==> src/rtl/keccak_chi_masked_pipe.sv <==
// keccak_chi_masked_pipe: pipelined d-th order masked Keccak chi over W rows.
// Stage 1 registers (d+1)^2 expanded shares per output bit (cross-share ANDs plus
// symmetric fresh masks); stage 2 XOR-compresses them back to d+1 shares.
// Ports:
//   clk, rst_n           clock (rising edge), asynchronous active-low reset
//   in_valid / in_ready  input row-set handshake; accepted only while rnd_valid=1
//   rnd_valid, rnd       fresh masks, W*5*d*(d+1)/2 bits, consumed once per accept
//   in_sh                share s of bit k of row w at (w*5+k)*(d+1)+s
//   out_valid/out_ready  output handshake; out_sh uses the in_sh layout
module keccak_chi_masked_pipe #(
  parameter int d = 4,
  parameter int W = 1,
  parameter int OUT_REG = 1
) (
  input  logic                     clk,
  input  logic                     rst_n,
  input  logic                     in_valid,
  output logic                     in_ready,
  input  logic                     rnd_valid,
  input  logic [W*5*(d+1)-1:0]     in_sh,
  input  logic [W*5*d*(d+1)/2-1:0] rnd,
  output logic                     out_valid,
  input  logic                     out_ready,
  output logic [W*5*(d+1)-1:0]     out_sh
);
  localparam int S = d + 1;
  localparam int P = d * (d + 1) / 2;
  localparam int R1 = 5 * P;
  localparam int N = W * 5 * S;
  localparam int E = N * S;
  logic [E-1:0] ex, s1_sh;
  logic [N-1:0] cmp;
  logic s1_v, adv1, accept;
  function automatic logic sh(input logic [N-1:0] v, input int w, input int k, input int t);
    return v[(w*5+k)*S+t];
  endfunction
  function automatic logic mk(input logic [W*R1-1:0] r, input int w, input int k, input int i, input int j);
    int lo = i < j ? i : j;
    int hi = i < j ? j : i;
    if (i == j) return 1'b0;
    return r[w*R1+k*P+lo+hi*(hi-1)/2];
  endfunction
  // The linear share x_i enters once, at column j=0, so each output share carries it
  // exactly once and the share sum is exact for any d. The complement of chi is
  // applied to the share-0 operand only.
  function automatic logic xb(input logic [N-1:0] v, input logic [W*R1-1:0] r,
                              input int w, input int k, input int i, input int j);
    int s = (i + j) % S;
    logic lin = j == 0 ? sh(v, w, k, i) : 1'b0;
    logic nl = k == 0 ? (sh(v, w, 1, i) ^ (i == 0)) & sh(v, w, 2, j) ^ mk(r, w, 0, i, j)
             : k == 1 ? (sh(v, w, 2, j) ^ (j == 0)) & sh(v, w, 3, i) ^ mk(r, w, 1, i, j)
             : k == 2 ? (sh(v, w, 3, i) ^ (i == 0)) & sh(v, w, 4, j) ^ mk(r, w, 2, i, j)
             : k == 3 ? (sh(v, w, 4, j) ^ (j == 0)) & sh(v, w, 0, s) ^ mk(r, w, 3, j, s)
             :          (sh(v, w, 0, s) ^ (s == 0)) & sh(v, w, 1, i) ^ mk(r, w, 4, i, s);
    return lin ^ nl;
  endfunction
  always_comb begin
    ex = '0;
    for (int w = 0; w < W; w++)
      for (int k = 0; k < 5; k++)
        for (int i = 0; i < S; i++)
          for (int j = 0; j < S; j++)
            ex[((w*5+k)*S+i)*S+j] = xb(in_sh, rnd, w, k, i, j);
  end
  always_comb begin
    cmp = '0;
    for (int n = 0; n < N; n++) cmp[n] = ^s1_sh[n*S +: S];
  end
  assign in_ready = ~s1_v | adv1;
  assign accept = in_valid & rnd_valid & in_ready;
  // Stage-1 register is the glitch barrier between the AND terms and the XOR tree.
  always_ff @(posedge clk or negedge rst_n) begin
    if (!rst_n) begin
      s1_v <= 1'b0;
      s1_sh <= '0;
    end else begin
      s1_v <= accept | (s1_v & ~adv1);
      if (accept) s1_sh <= ex;
    end
  end
  if (OUT_REG != 0) begin : g_out_reg
    logic s2_v;
    logic [N-1:0] s2_sh;
    assign adv1 = s1_v & (~s2_v | out_ready);
    always_ff @(posedge clk or negedge rst_n) begin
      if (!rst_n) begin
        s2_v <= 1'b0;
        s2_sh <= '0;
      end else begin
        s2_v <= adv1 | (s2_v & ~out_ready);
        if (adv1) s2_sh <= cmp;
      end
    end
    assign out_valid = s2_v;
    assign out_sh = s2_sh;
  end else begin : g_out_comb
    assign adv1 = s1_v & out_ready;
    assign out_valid = s1_v;
    assign out_sh = cmp;
  end
endmodule
==> config.mk <==
export PLATFORM = sky130hd
export DESIGN_NAME = keccak_chi_masked_pipe
export DESIGN_NICKNAME = d
export VERILOG_FILES = /design/src/rtl/keccak_chi_masked_pipe.sv
export SDC_FILE = /design/constraint.sdc
export NUM_CORES = 1
export LEC_CHECK = 0
export ABC_AREA = 0
export ABC_CLOCK_PERIOD_IN_PS = 3200
export BUFFER_PORTS_ARGS = -buffer_cell sky130_fd_sc_hd__buf_4
export CAP_MARGIN = 20
export CORE_AREA = 2 2 127 141
export DETAILED_ROUTE_END_ITERATION = 8
export DIE_AREA = 0 0 129 143
export PLACE_DENSITY_LB_ADDON = 0.08
export REMOVE_ABC_BUFFERS = 1
export SETUP_SLACK_MARGIN = 0.1
export SKIP_CTS_REPAIR_TIMING = 1
export SYNTH_ARGS = -nofsm -noshare
export SYNTH_HDL_FRONTEND = slang
export SYNTH_SLANG_ARGS = --single-unit
==> constraint.sdc <==
create_clock -name clk -period 3.2 [get_ports clk]
set_input_delay 0.16 -clock clk [delete_from_list [all_inputs] [get_ports clk]]
set_output_delay 0.16 -clock clk [all_outputs]
set_load 0.1 [all_outputs]
==> metrics <==
layout cell share with drive strength beyond 1 0.348; Clock Skew approximately 6.5 ps; Detailed Routing Iterations Pass 1 4; Final min period 1950 ps; Worst VDD drop around 0.58 mV; GP Congestion 0.749; Vias/cell about 5; port buffer count roughly 110; MaxCap Viol Count 0; Placed Area around 9500 um^2; row count 50; cts bufs inserted 17; Async SR Flop Fraction 1.00; die area approximately 18000 um^2; Placeable Area 17000 um^2; switching pwr slightly above 3000 uW; Final HPWL DP 12200 um; antenna violations before repair 0; post-synthesis sequential area ratio 0.444; CP endpoint kind flip-flop; # clock sinks 152; Ys Warns 0; start of the worst register-to-register path out_valid$_DFF_PN0_; largest net degree at the start of global routing 89; final hold violation count 0; vias in the first global route about 5500; Finished Cell Area 10100 um^2; Root Buffer clkbuf_16; total power between 8000 and 9000 uW; Syn-to-layout area delta 18.4%; die width about 130 um; Worst Max-Slew Pin Slew 805 ps; # DRC 0; min-delay src rnd_valid; Worst Path Arrival between 2000 and 2500 ps; Clock Power Share 0.254; worst hold-check path type input port to flip-flop; WL/cell 18.2 um; global route total overflow 0; Pleak 0.00458 uW; DR vias 5122; Worst Path Max Fanout slightly below 90; number of synthesized flops with an enable pin 0; initial drt markers 258; final net count ~860; I/O pins 107; synthesized cell area between 8000 and 9000 um^2; Synth Flop Type dfrtp_1; status complete, no violations; Worst-path clk slew 60 ps; Rel. slew slack 0.464; post-route ant nets 0; Seq. cell area 3800 um^2; CP startpoint out_valid$_DFF_PN0_; RSZ-0062 raised after global routing false; Gate power share 0.414; die height 143 um; Int Power ~5200 uW; final setup vio count 0; pwr dens roughly 800 nW/um^2; Fillers about 1400; WHS between 10 and 15 ps; first-pass GRT wire length ~30000 um; synth unique cells 16; Worst EP required ~3500 ps; clk_lat worst skew approximately 420 ps; area of the multi-input gates between 4000 and 5000 um^2; GRT Total Usage 0.217; switching share of total power 0.372; Routed WL between 15000 and 20000 um; Antenna Cells 0; CTS tree built; Post-Synthesis Cells about 700; Reg power frac 0.332; H-tree depth 4; CP Launch Type flip-flop; critical path type flip-flop to flip-flop; initial core utilization 0.505; FF+latch count, synth 152; clk buf depth 2; period utilization 0.610; syn avg cell area 12.4 um^2; max-slew violation count 0; highest clock rate around 0.51 GHz
Yosys cell counts (14+ instances only):
cell type	instances	area share
dfrtp_1	152	0.44
inv_1	16	0.0070
xnor3_1	25	0.066
clkbuf_1	20	0.0088
nand2_1	103	0.045
xnor2_1	142	0.15
mux2_4	34	0.060
mux2i_1	16	0.019
buf_2	14	0.0082
mux2_2	100	0.13
xor2_1	33	0.034
nand2b_1	19	0.014
layer usage:
metal | share of wire | GRT usage | vias up
met4 | 0.021 | 0.0772 | 0
met3 | 0.033 | 0.0363 | 25
met2 | 0.50 | 0.358 | 106
met5 | 0 | 0 | -
met1 | 0.45 | 0.291 | 2579
li1 | - | - | 2412
per-stage QoR:
stage               TNS, ps   util  instances  setup WS (ps)
floorplan           -711460      -        650          -5760
global placement          0  0.560        995           1330
detailed placement        0  0.560        995           1270
CTS                       0  0.597       1027           1260
global route              0  0.597       1028           1160
finish                    0  0.597       1028           1250
area by class of cell:
type                       count  share of cell area
clock buffer                  25              0.0499
clock inverter                 7              0.0112
timing repair buffer         112              0.0861
sequential                   152               0.375
tap                          234              0.0289
multi-input combinational    482               0.442
inverter                      16             0.00593
worst paths after layout:
path | to | slack [ps] | depth (start not counted)
worst max-delay path | s1_sh[7]$_DFFE_PN0P_ | 1250 | 4
worst min-delay path | s1_v$_DFF_PN0_ | 10 | 3
worst max register to register | s1_sh[7]$_DFFE_PN0P_ | 1250 | 4
worst min register to register | out_sh[17]$_DFFE_PN0P_ | 500 | 1
max in group asynchronous | s1_sh[96]$_DFFE_PN0P_ | 2030 | 3
min in group asynchronous | s1_v$_DFF_PN0_ | 360 | 2
cell usage in the layout (no fill, tap or decap):
cell / n
buf_4: 108
clkbuf_16: 17
buf_6: 1
bufinv_16: 3
xnor2_1: 142
nand2_1: 103
buf_12: 2
clkinv_4: 1
mux2i_1: 16
nand2b_1: 19
nand3b_4: 1
nor2b_4: 1
dfrtp_1: 152
mux2_2: 100
mux2_4: 34
nor2b_1: 8
xnor3_1: 25
clkinv_2: 3
clkbuf_8: 5
xor2_1: 33
clkbuf_1: 3
dlygate4sd3_1: 1
inv_1: 16
critical path, cell delays in order, from the launching register on:
cell and delay (ps):
dfrtp_1 420, nand3b_4 100, nor2b_4 350, buf_12 450, mux2_2 400
sequential cells by signal, indices dropped and copies added, names as in the netlist:
register   count
s1_sh        125
out_sh        25
out_valid      1
s1_v           1
power by group through the flow:
stage	Combinational, uW	Clock (uW)	Sequential, uW
floorplan	1600	0	3910
global placement	3420	0	2760
detailed placement	3480	0	2790
CTS	3490	2150	2760
global route	3640	2240	2820
finish	3450	2110	2760
cells by family (layout without fill, tap and decap cells):
logic type,count (synthesis),in the layout,synth area share
xor gates and xnor gates,200,200,0.245
buffers and inverters,57,160,0.0327
DFF,152,152,0.444
muxes,150,150,0.210
and+or+nand+nor,132,132,0.0680
Power figures use the tool's default switching activity.
